## config.mk

```make
export PLATFORM = sky130hd
export DESIGN_NAME = round_robin_arbiter_9
export DESIGN_NICKNAME = d
export VERILOG_FILES = /design/src/rtl/round_robin_arbiter_9_pkg.sv /design/src/rtl/round_robin_arbiter_9_pick.sv /design/src/rtl/round_robin_arbiter_9.sv
export SDC_FILE = /design/constraint.sdc
export NUM_CORES = 1
export LEC_CHECK = 0
export BUFFER_PORTS_ARGS = -buffer_cell sky130_fd_sc_hd__buf_2
export CAP_MARGIN = 20
export CORE_MARGIN = 2
export CORE_UTILIZATION = 36
export CTS_BUF_LIST = sky130_fd_sc_hd__clkbuf_16
export DETAILED_ROUTE_END_ITERATION = 8
export GPL_ROUTABILITY_DRIVEN = 0
export GPL_TIMING_DRIVEN = 0
export PLACE_DENSITY = 0.5
export SLEW_MARGIN = 10
export SYNTH_ARGS = -nofsm -noshare
export SYNTH_HDL_FRONTEND = slang
export SYNTH_SLANG_ARGS = --single-unit
```

## constraint.sdc

```tcl
create_clock -name Clock -period 5.64 [get_ports Clock]
set_input_delay 0.282 -clock Clock [delete_from_list [all_inputs] [get_ports Clock]]
set_output_delay 0.282 -clock Clock [all_outputs]
set_load 0.005 [all_outputs]
```

## src/rtl/round_robin_arbiter_9_pkg.sv

```systemverilog
// Shared constants, state encoding and pointer helper for the nine-way round-robin arbiter.
// Optional feature macro: RRARB_HOLD_TIMEOUT_EN (enables the hold-limit timeout).
package round_robin_arbiter_9_pkg;

  localparam int unsigned RRARB_NUM_REQ = 9;
  localparam int unsigned RRARB_IDX_W   = 4;
  localparam int unsigned RRARB_HOLD_W  = 8;

  localparam logic [RRARB_IDX_W-1:0] RRARB_IDX_NONE = 4'd15;

  typedef enum logic {
    RRARB_ST_IDLE  = 1'b0,
    RRARB_ST_GRANT = 1'b1
  } rrarb_state_e;

  // Advance a requester index by one, wrapping 8 -> 0.
  function automatic logic [RRARB_IDX_W-1:0] rrarb_next_ptr(input logic [RRARB_IDX_W-1:0] idx);
    logic [RRARB_IDX_W-1:0] nxt;
    nxt = idx + RRARB_IDX_W'(1);
    if (idx >= RRARB_IDX_W'(RRARB_NUM_REQ - 1)) begin
      nxt = '0;
    end
    return nxt;
  endfunction

endpackage

```

## src/rtl/round_robin_arbiter_9_pick.sv

```systemverilog
// Combinational rotate-priority picker: first set request at or above ptr, modulo 9.
module rr_pick_9
  import round_robin_arbiter_9_pkg::*;
(
  input  logic [RRARB_NUM_REQ-1:0] req_eff,
  input  logic [RRARB_IDX_W-1:0]   ptr,
  output logic [RRARB_NUM_REQ-1:0] winner_onehot,
  output logic [RRARB_IDX_W-1:0]   winner_idx,
  output logic                     any
);

  // Scan the nine positions starting at ptr; the first hit wins.
  always_comb begin
    logic       found;
    logic [4:0] pos;
    winner_onehot = '0;
    winner_idx    = RRARB_IDX_NONE;
    found         = 1'b0;
    pos           = '0;
    for (int unsigned k = 0; k < RRARB_NUM_REQ; k++) begin
      pos = 5'(ptr) + 5'(k);
      if (pos >= 5'(RRARB_NUM_REQ)) begin
        pos = pos - 5'(RRARB_NUM_REQ);
      end
      if (!found && req_eff[pos[3:0]]) begin
        found                     = 1'b1;
        winner_onehot[pos[3:0]]   = 1'b1;
        winner_idx                = pos[3:0];
      end
    end
  end

  assign any = |req_eff;

endmodule

```

## src/rtl/round_robin_arbiter_9.sv

```systemverilog
// Nine-requester round-robin arbiter with registered one-hot grant held until release.
// Optional feature macro: RRARB_HOLD_TIMEOUT_EN (revokes a grant after MaxHold cycles).
module round_robin_arbiter_9
  import round_robin_arbiter_9_pkg::*;
#(
  parameter logic [RRARB_NUM_REQ-1:0] BubblesMask = '0,
  parameter int unsigned              MaxHold     = 16
) (
  input  logic                     Clock,
  input  logic                     Reset,
  input  logic [RRARB_NUM_REQ-1:0] Request,
  output logic [RRARB_NUM_REQ-1:0] Grant,
  output logic                     GrantValid,
  output logic [RRARB_IDX_W-1:0]   GrantIndex,
  output logic                     Timeout
);

  if ((MaxHold < 2) || (MaxHold > 255)) begin : g_maxhold_range
    $error("MaxHold must be within 2..255");
  end

  logic [RRARB_NUM_REQ-1:0] req_eff;
  logic [RRARB_NUM_REQ-1:0] pick_onehot;
  logic [RRARB_IDX_W-1:0]   pick_idx;
  logic                     pick_any;
  logic                     owner_req;

  rrarb_state_e             state_q, state_d;
  logic [RRARB_IDX_W-1:0]   ptr_q, ptr_d;
  logic [RRARB_NUM_REQ-1:0] grant_q, grant_d;
  logic                     valid_q, valid_d;
  logic [RRARB_IDX_W-1:0]   idx_q, idx_d;

`ifdef RRARB_HOLD_TIMEOUT_EN
  localparam logic [RRARB_HOLD_W-1:0] HoldLast = RRARB_HOLD_W'(MaxHold - 1);
  logic [RRARB_HOLD_W-1:0] hold_q, hold_d;
  logic                    tmo_q, tmo_d;
`endif

  assign req_eff   = Request ^ BubblesMask;
  assign owner_req = |(req_eff & grant_q);

  rr_pick_9 u_pick (
    .req_eff       (req_eff),
    .ptr           (ptr_q),
    .winner_onehot (pick_onehot),
    .winner_idx    (pick_idx),
    .any           (pick_any)
  );

  // Next-state: grant the scan winner from IDLE; drop on release (or hold limit).
  always_comb begin
    state_d = state_q;
    ptr_d   = ptr_q;
    grant_d = grant_q;
    valid_d = valid_q;
    idx_d   = idx_q;
`ifdef RRARB_HOLD_TIMEOUT_EN
    hold_d  = hold_q;
    tmo_d   = 1'b0;
`endif
    case (state_q)
      RRARB_ST_IDLE: begin
        if (pick_any) begin
          state_d = RRARB_ST_GRANT;
          grant_d = pick_onehot;
          valid_d = 1'b1;
          idx_d   = pick_idx;
          ptr_d   = rrarb_next_ptr(pick_idx);
`ifdef RRARB_HOLD_TIMEOUT_EN
          hold_d  = '0;
`endif
        end
      end
      RRARB_ST_GRANT: begin
        if (!owner_req) begin
          state_d = RRARB_ST_IDLE;
          grant_d = '0;
          valid_d = 1'b0;
          idx_d   = RRARB_IDX_NONE;
        end
`ifdef RRARB_HOLD_TIMEOUT_EN
        else if (hold_q == HoldLast) begin
          state_d = RRARB_ST_IDLE;
          grant_d = '0;
          valid_d = 1'b0;
          idx_d   = RRARB_IDX_NONE;
          tmo_d   = 1'b1;
        end else begin
          hold_d  = hold_q + RRARB_HOLD_W'(1);
        end
`endif
      end
      default: begin
        state_d = RRARB_ST_IDLE;
        grant_d = '0;
        valid_d = 1'b0;
        idx_d   = RRARB_IDX_NONE;
      end
    endcase
  end

  // State, pointer and output registers; reset drops any grant immediately.
  always_ff @(posedge Clock or posedge Reset) begin
    if (Reset) begin
      state_q <= RRARB_ST_IDLE;
      ptr_q   <= '0;
      grant_q <= '0;
      valid_q <= 1'b0;
      idx_q   <= RRARB_IDX_NONE;
    end else begin
      state_q <= state_d;
      ptr_q   <= ptr_d;
      grant_q <= grant_d;
      valid_q <= valid_d;
      idx_q   <= idx_d;
    end
  end

`ifdef RRARB_HOLD_TIMEOUT_EN
  // Hold counter and one-cycle timeout pulse.
  always_ff @(posedge Clock or posedge Reset) begin
    if (Reset) begin
      hold_q <= '0;
      tmo_q  <= 1'b0;
    end else begin
      hold_q <= hold_d;
      tmo_q  <= tmo_d;
    end
  end

  assign Timeout = tmo_q;
`else
  assign Timeout = 1'b0;
`endif

  assign Grant      = grant_q;
  assign GrantValid = valid_q;
  assign GrantIndex = idx_q;

endmodule

```

* Yosys cells after proc, flatten, opt, wreduce, memory -nomap -nowiden *
Index checks and enable logic that the tools add are counted.
W data, S select, Z words.

storage, ports and cells
  flip-flop bits (word level) = 19
  word-level logic and storage cells = 176
  output and inout port bits = 15

cells by class
  bitwise gates (word level) = 10
  equal/unequal tests = 2
  $add $sub $neg = 18
  reductions and logical operators = 29
  $lt $le $gt $ge = 28
  muxes and demuxes = 84

operators with widths
  cell                   number
  $mux W9                11
  $mux W4                21
  $or A9 B9 Y9           8
  $lt A4 B5 Y1 const B   9
  $ge A5 B4 Y1 const B   8
  $bmux W1 S4            9
  $demux W1 S4           9
  $ge A4 B1 Y1 const B   9
  $sub A4 B4 Y4 const B  9
  $mux W1                30
  $add A4 B3 Y5 const B  4
  $pmux W9 S2            1
  $reduce_or A9 Y1       2
  $logic_and A1 B1 Y1    17
  $add A4 B2 Y5 const B  2
  $and A9 B9 Y9          1
  $ge A4 B4 Y1 const B   2
  $logic_not A1 Y1       8
  $pmux W4 S2            1
  $add A4 B1 Y5 const B  1
  $add A4 B4 Y5 const B  1
  $add A4 B1 Y4 const B  1
  $ne A2 B2 Y1 const B   2
  $pmux W1 S2            2
  2 further kinds        3

* Longest topological paths before layout *
  depth in word-level cells = 31
  gate-level depth with buffers = 24
  depth with buffers taken out = 17

* Modules after synthesis *
From an unflattened synthesis, not the netlist that was laid out.

second synthesis, totals
  cell total of the unflattened synthesis = 764
  area total of the unflattened synthesis = 5530.3 sq um

modules (own cells, without submodules)
  module                 area an instance (sq um)  times used  cells each  sequential area each (sq um)
  rr_pick_9              4571.9                    1           679         0.0
  round_robin_arbiter_9  958.4                     1           85          480.5

* Worst setup path after synthesis *
No wires, ideal clock.

  path kind = register -> register
  start = reg ptr_q[0]
  end = reg ptr_q[2]
  slack = 0.701 ns
  cell stages (with the launch flop) = 23
  period minus slack after synthesis = 4.939 ns
  required time = 5.530 ns
  arrival time = 4.829 ns
  path through = dfrtp_1 -> buf_6 -> inv_1 -> clkbuf_1 -> buf_2 -> ha_1 -> nand2b_1 -> buf_6 -> or4_4 -> nand4_2 -> nand2_1 -> or4_1 -> and4_4 -> and4_4 -> buf_6 -> nand2_4 -> nor2_1 -> or4_1 -> buf_2 -> inv_1 -> ha_1 -> nor3_1 -> o41ai_1

on the way
  cells in the longest elaborated chain, start to end = 31
  elaborated cells on any way between the ends = 89
  classes of those cells = add/sub: 18; order compare: 10; mux: 45; reduce/logical: 16

RTL lines
  what                                                                    RTL line                                                          RTL
  start, declared                                                         round_robin_arbiter_9.sv:29                                       logic [RRARB_IDX_W-1:0] ptr_q, ptr_d;
  start signal, assigned                                                  round_robin_arbiter_9.sv:113                                      ptr_q <= ptr_d;
  parallel branches: the longest is 28 deep, another holds $add A4 B1 Y5  -
  $mux W4 (*)                                                             round_robin_arbiter_9_pick.sv:25                                  if (!found && req_eff[pos[3:0]]) begin
  $add A4 B1 Y4 / $ge A4 B4 Y1 (equally long branches)                    round_robin_arbiter_9_pkg.sv:19, round_robin_arbiter_9_pkg.sv:20
  $mux W4 (*)                                                             round_robin_arbiter_9_pkg.sv:20                                   if (idx >= RRARB_IDX_W'(RRARB_NUM_REQ - 1)) begin

Mark *: on every way between the ends. The select of a mux whose other input is x is not followed.
A chain may end at the register's enable or synchronous reset.

* Worst setup path in the final report *
  start = reg ptr_q[2]
  end = reg ptr_q[2]

Same word-level chain as after synthesis.

==> flow_summary_export.csv <==
group,metric,value,unit
status,status,"finished, final reports clean",
sta,fin_crit,5.53,ns
synth,yosys.area_share.simple,28.3,%
floorplanning,die-area,0.0164,mm^2
synth,yosysSeqAreaShare,8.67,%
synth,yosys.area_share.xor_xnor,4.02,%
floorplanning,die_w,128,um
floorplanning,coreArea,0.0151,mm^2
critical_path,cp.required,5.77,ns
critical_path,crit_start,"ptr_q[2]$_DFFE_PP0P_",
synth,synth_top_family_by_area,"compound AO/OA/AOI/OAI gates",
placed_design,dp_hpwl,20300,um
critical_path,cp-end-kind,"register",
synth,syn-mean-instance-area,7.02,um^2
synth,synth_area_leaders,"dfrtp_1 6.8%, nand2_1 6.3%, mux2i_1 5.1%",
critical_path,cp_data_arrival_time,5.66,ns
route,vias_per_cell,7.07,
synth,yosys.area.top_type,"dfrtp_1",
layout,final_cell_mix,"92 x nand2_1, 58 x nor2_1, 38 x a21oi_1",
synth,synthMuxAreaShare,6.96,%
sta,hold_ws,0.146,ns
synth,synthesis.nets,822,
sta,drv_slew,0,
synth,ys_seq_elements,19,
global_routing,antenna_found_initial,0,
clocking,clockBufferDepth,2,
sta,max_freq,181,MHz
sta,fin_crit_sh,98.0,%
global_routing,grt_usage,32.1,%
synth,synthAdderAreaFrac,4.97,%
critical_path,r2r-end,"ptr_q[2]$_DFFE_PP0P_",
global_routing,grt_pass1_wl,40000,um
synth,synth_area,0.00554,mm^2
layout,diodes,0,
route,ant_nets,0,
clocking,clock-root-buffer,"clkbuf_16",
global_routing,grt_max_degree,20,
sta,final_hold_viol_count,0,
layout,drive_above_1_share,16.9,%
critical_path,crit_type,"register to register",
layout,area_growth,12.0,%
critical_path,cp_max_fo,15,
global_routing,grt-ovfl-total,0,
global_routing,grtUsageMet3,6.55,%
clocking,h-tree-depth,1,
critical_path,r2r_cells,19,
synth,async_flop_share,100,%
sta,setup_viol_count_final,0,
route,dr.pass1.iters,6,
critical_path,reg2reg_slack,0.11,ns
sta,skew,0.00174,ns
route,via_count,7129,
floorplanning,rows,45,
floorplanning,start_util,36.6,%
clocking,cts_num_sinks,19,
min_path,hp-class,"input port to asynchronous set/reset pin",
clocking,clkTransAtPathRegs,0.05,ns
global_routing,grt_pass1_vias,6722,
layout,nFillCells,1583,
placed_design,place_inst,998,
route,avgRoutedWirePerCell,26.4,um
run,max-cap-violations,0,
critical_path,worst_r2r_startpoint,"ptr_q[2]$_DFFE_PP0P_",
synth,yosysWarnings,0,
layout,finalNonFillerCells,1009,
route,routed_wl,26600,um
critical_path,crit_end,"ptr_q[2]$_DFFE_PP0P_",
sta,relSlewSlack,41.3,%
layout,nets,855,
global_routing,grtUsageMet2,48.9,%
route,drc_errors,0,
synth,synth_cells,789,
global_routing,use_met1,42.6,%
clocking,numCtsBuffers,3,
clocking,clk_latency,0.25,ns
synth,synth_flop_cell,"dfrtp_1",
synth,synth_top_cell_area_share,6.78,%
floorplanning,die_h,128,um
placed_design,io_buffers,21,
global_routing,grt.busiest_layer,"met2",
synth,synth_compound_area_share,39.3,%
synth,synth_edf_count,0,
route,drt_iter0_drc,976,
synth,synth.distinct_cells,91,
sta,tightestPinTransition,0.881,ns
layout,layout_commonest_cell,"nand2_1",
floorplanning,top_level_ports,26,
critical_path,cp-start-kind,"register",
clocking,cts_tree,"done",
-- how the worst min path moves through the flow --
stage,startpoint,end,slack (ns)
6_report,Reset,GrantValid$_DFFE_PP0P_,0.15
5_1_grt,Reset,state_q$_DFF_PP0_,0.22
3_3_place_gp,Reset,state_q$_DFF_PP0_,0.43
3_5_place_dp,Reset,GrantValid$_DFFE_PP0P_,0.44
4_1_cts,Reset,Grant[7]$_DFFE_PP0P_,0.17
2_1_floorplan,Reset,GrantValid$_DFFE_PP0P_,0.23
-- worst max-delay path, cell delays in order, from the launching register on --
cell	delay [ns]
dfrtp_2	0.56
buf_4	0.30
inv_2	0.23
ha_1	0.39
clkbuf_2	0.26
nor2b_1	0.10
o21ai_1	0.22
nand2_1	0.26
o41a_1	0.39
a32o_1	0.24
nor2_2	0.38
nor3_1	0.12
o32ai_1	0.40
a31oi_1	0.18
or4_1	0.58
buf_2	0.18
inv_1	0.08
ha_1	0.17
nor3_1	0.07
o41ai_2	0.27
-- through the flow --
stage	setup TNS [ns]	util [%]	instance area (um^2)	setup slack, ns
after floorplan	0	-	5540	0.701
after global placement	-13.20	38.8	5880	-1.21
after detailed placement	-11.88	38.8	5880	-1.14
after CTS	0	39.9	6040	0.0197
after global routing	-0.0158	40.9	6200	-0.0158
final	0	40.9	6200	0.114
-- registers in the layout, indices dropped and copies added (netlist names) --
name,count
ptr_q,4
GrantValid,1
Grant,9
state_q,1
GrantIndex,4
-- per-layer routing --
layer  up-vias  wire length [um]  part of all wire, %
li1       3104                 -                    -
met4         0              1560                  5.9
met2       549             11300                   43
met3       127              3430                   13
met1      3349             10300                   39
met5         -                 0                    0
-- cell families after synthesis --
logic type / count (synthesis)
and+or+nand+nor: 309
AOI/OAI and AO/OA: 294
xor gates and xnor gates: 22
other: 1
DFF: 19
muxes: 37
adders and majority gates: 22
buffers and inverters: 85
-- layout make-up --
class / instances / area, um^2 / area share [%]
plain buffers: 57 / 358 / 5.77
clock buffers: 3 / 75.1 / 1.21
clock inverters: 1 / 5.00 / 0.0807
inverters: 24 / 97.6 / 1.57
multi-input cells: 685 / 4760 / 76.7
flip-flops and latches: 19 / 484 / 7.81
well taps: 188 / 235 / 3.79
repair buffers: 32 / 188 / 3.03
-- repair_timing --
item,in CTS,in global routing
resized for setup,18,34
hold buffers,0,0
buffers inserted,5,6
setup endpoints to repair,17,8
pin swaps,2,3
-- Yosys cell counts, types with 16 or more instances --
cell type / n
mux2i_1: 28
nor3_1: 16
clkbuf_1: 32
ha_1: 22
inv_1: 21
nand4_1: 19
and2_1: 17
o21ai_0: 37
a21oi_1: 39
nand2b_1: 16
nand2_1: 93
nor2_1: 60
o211ai_1: 18
nand3_1: 23
Power is left out: the tool's default activity adds up to more than one toggle a clock period on the data nets, which glitch-free logic cannot reach.
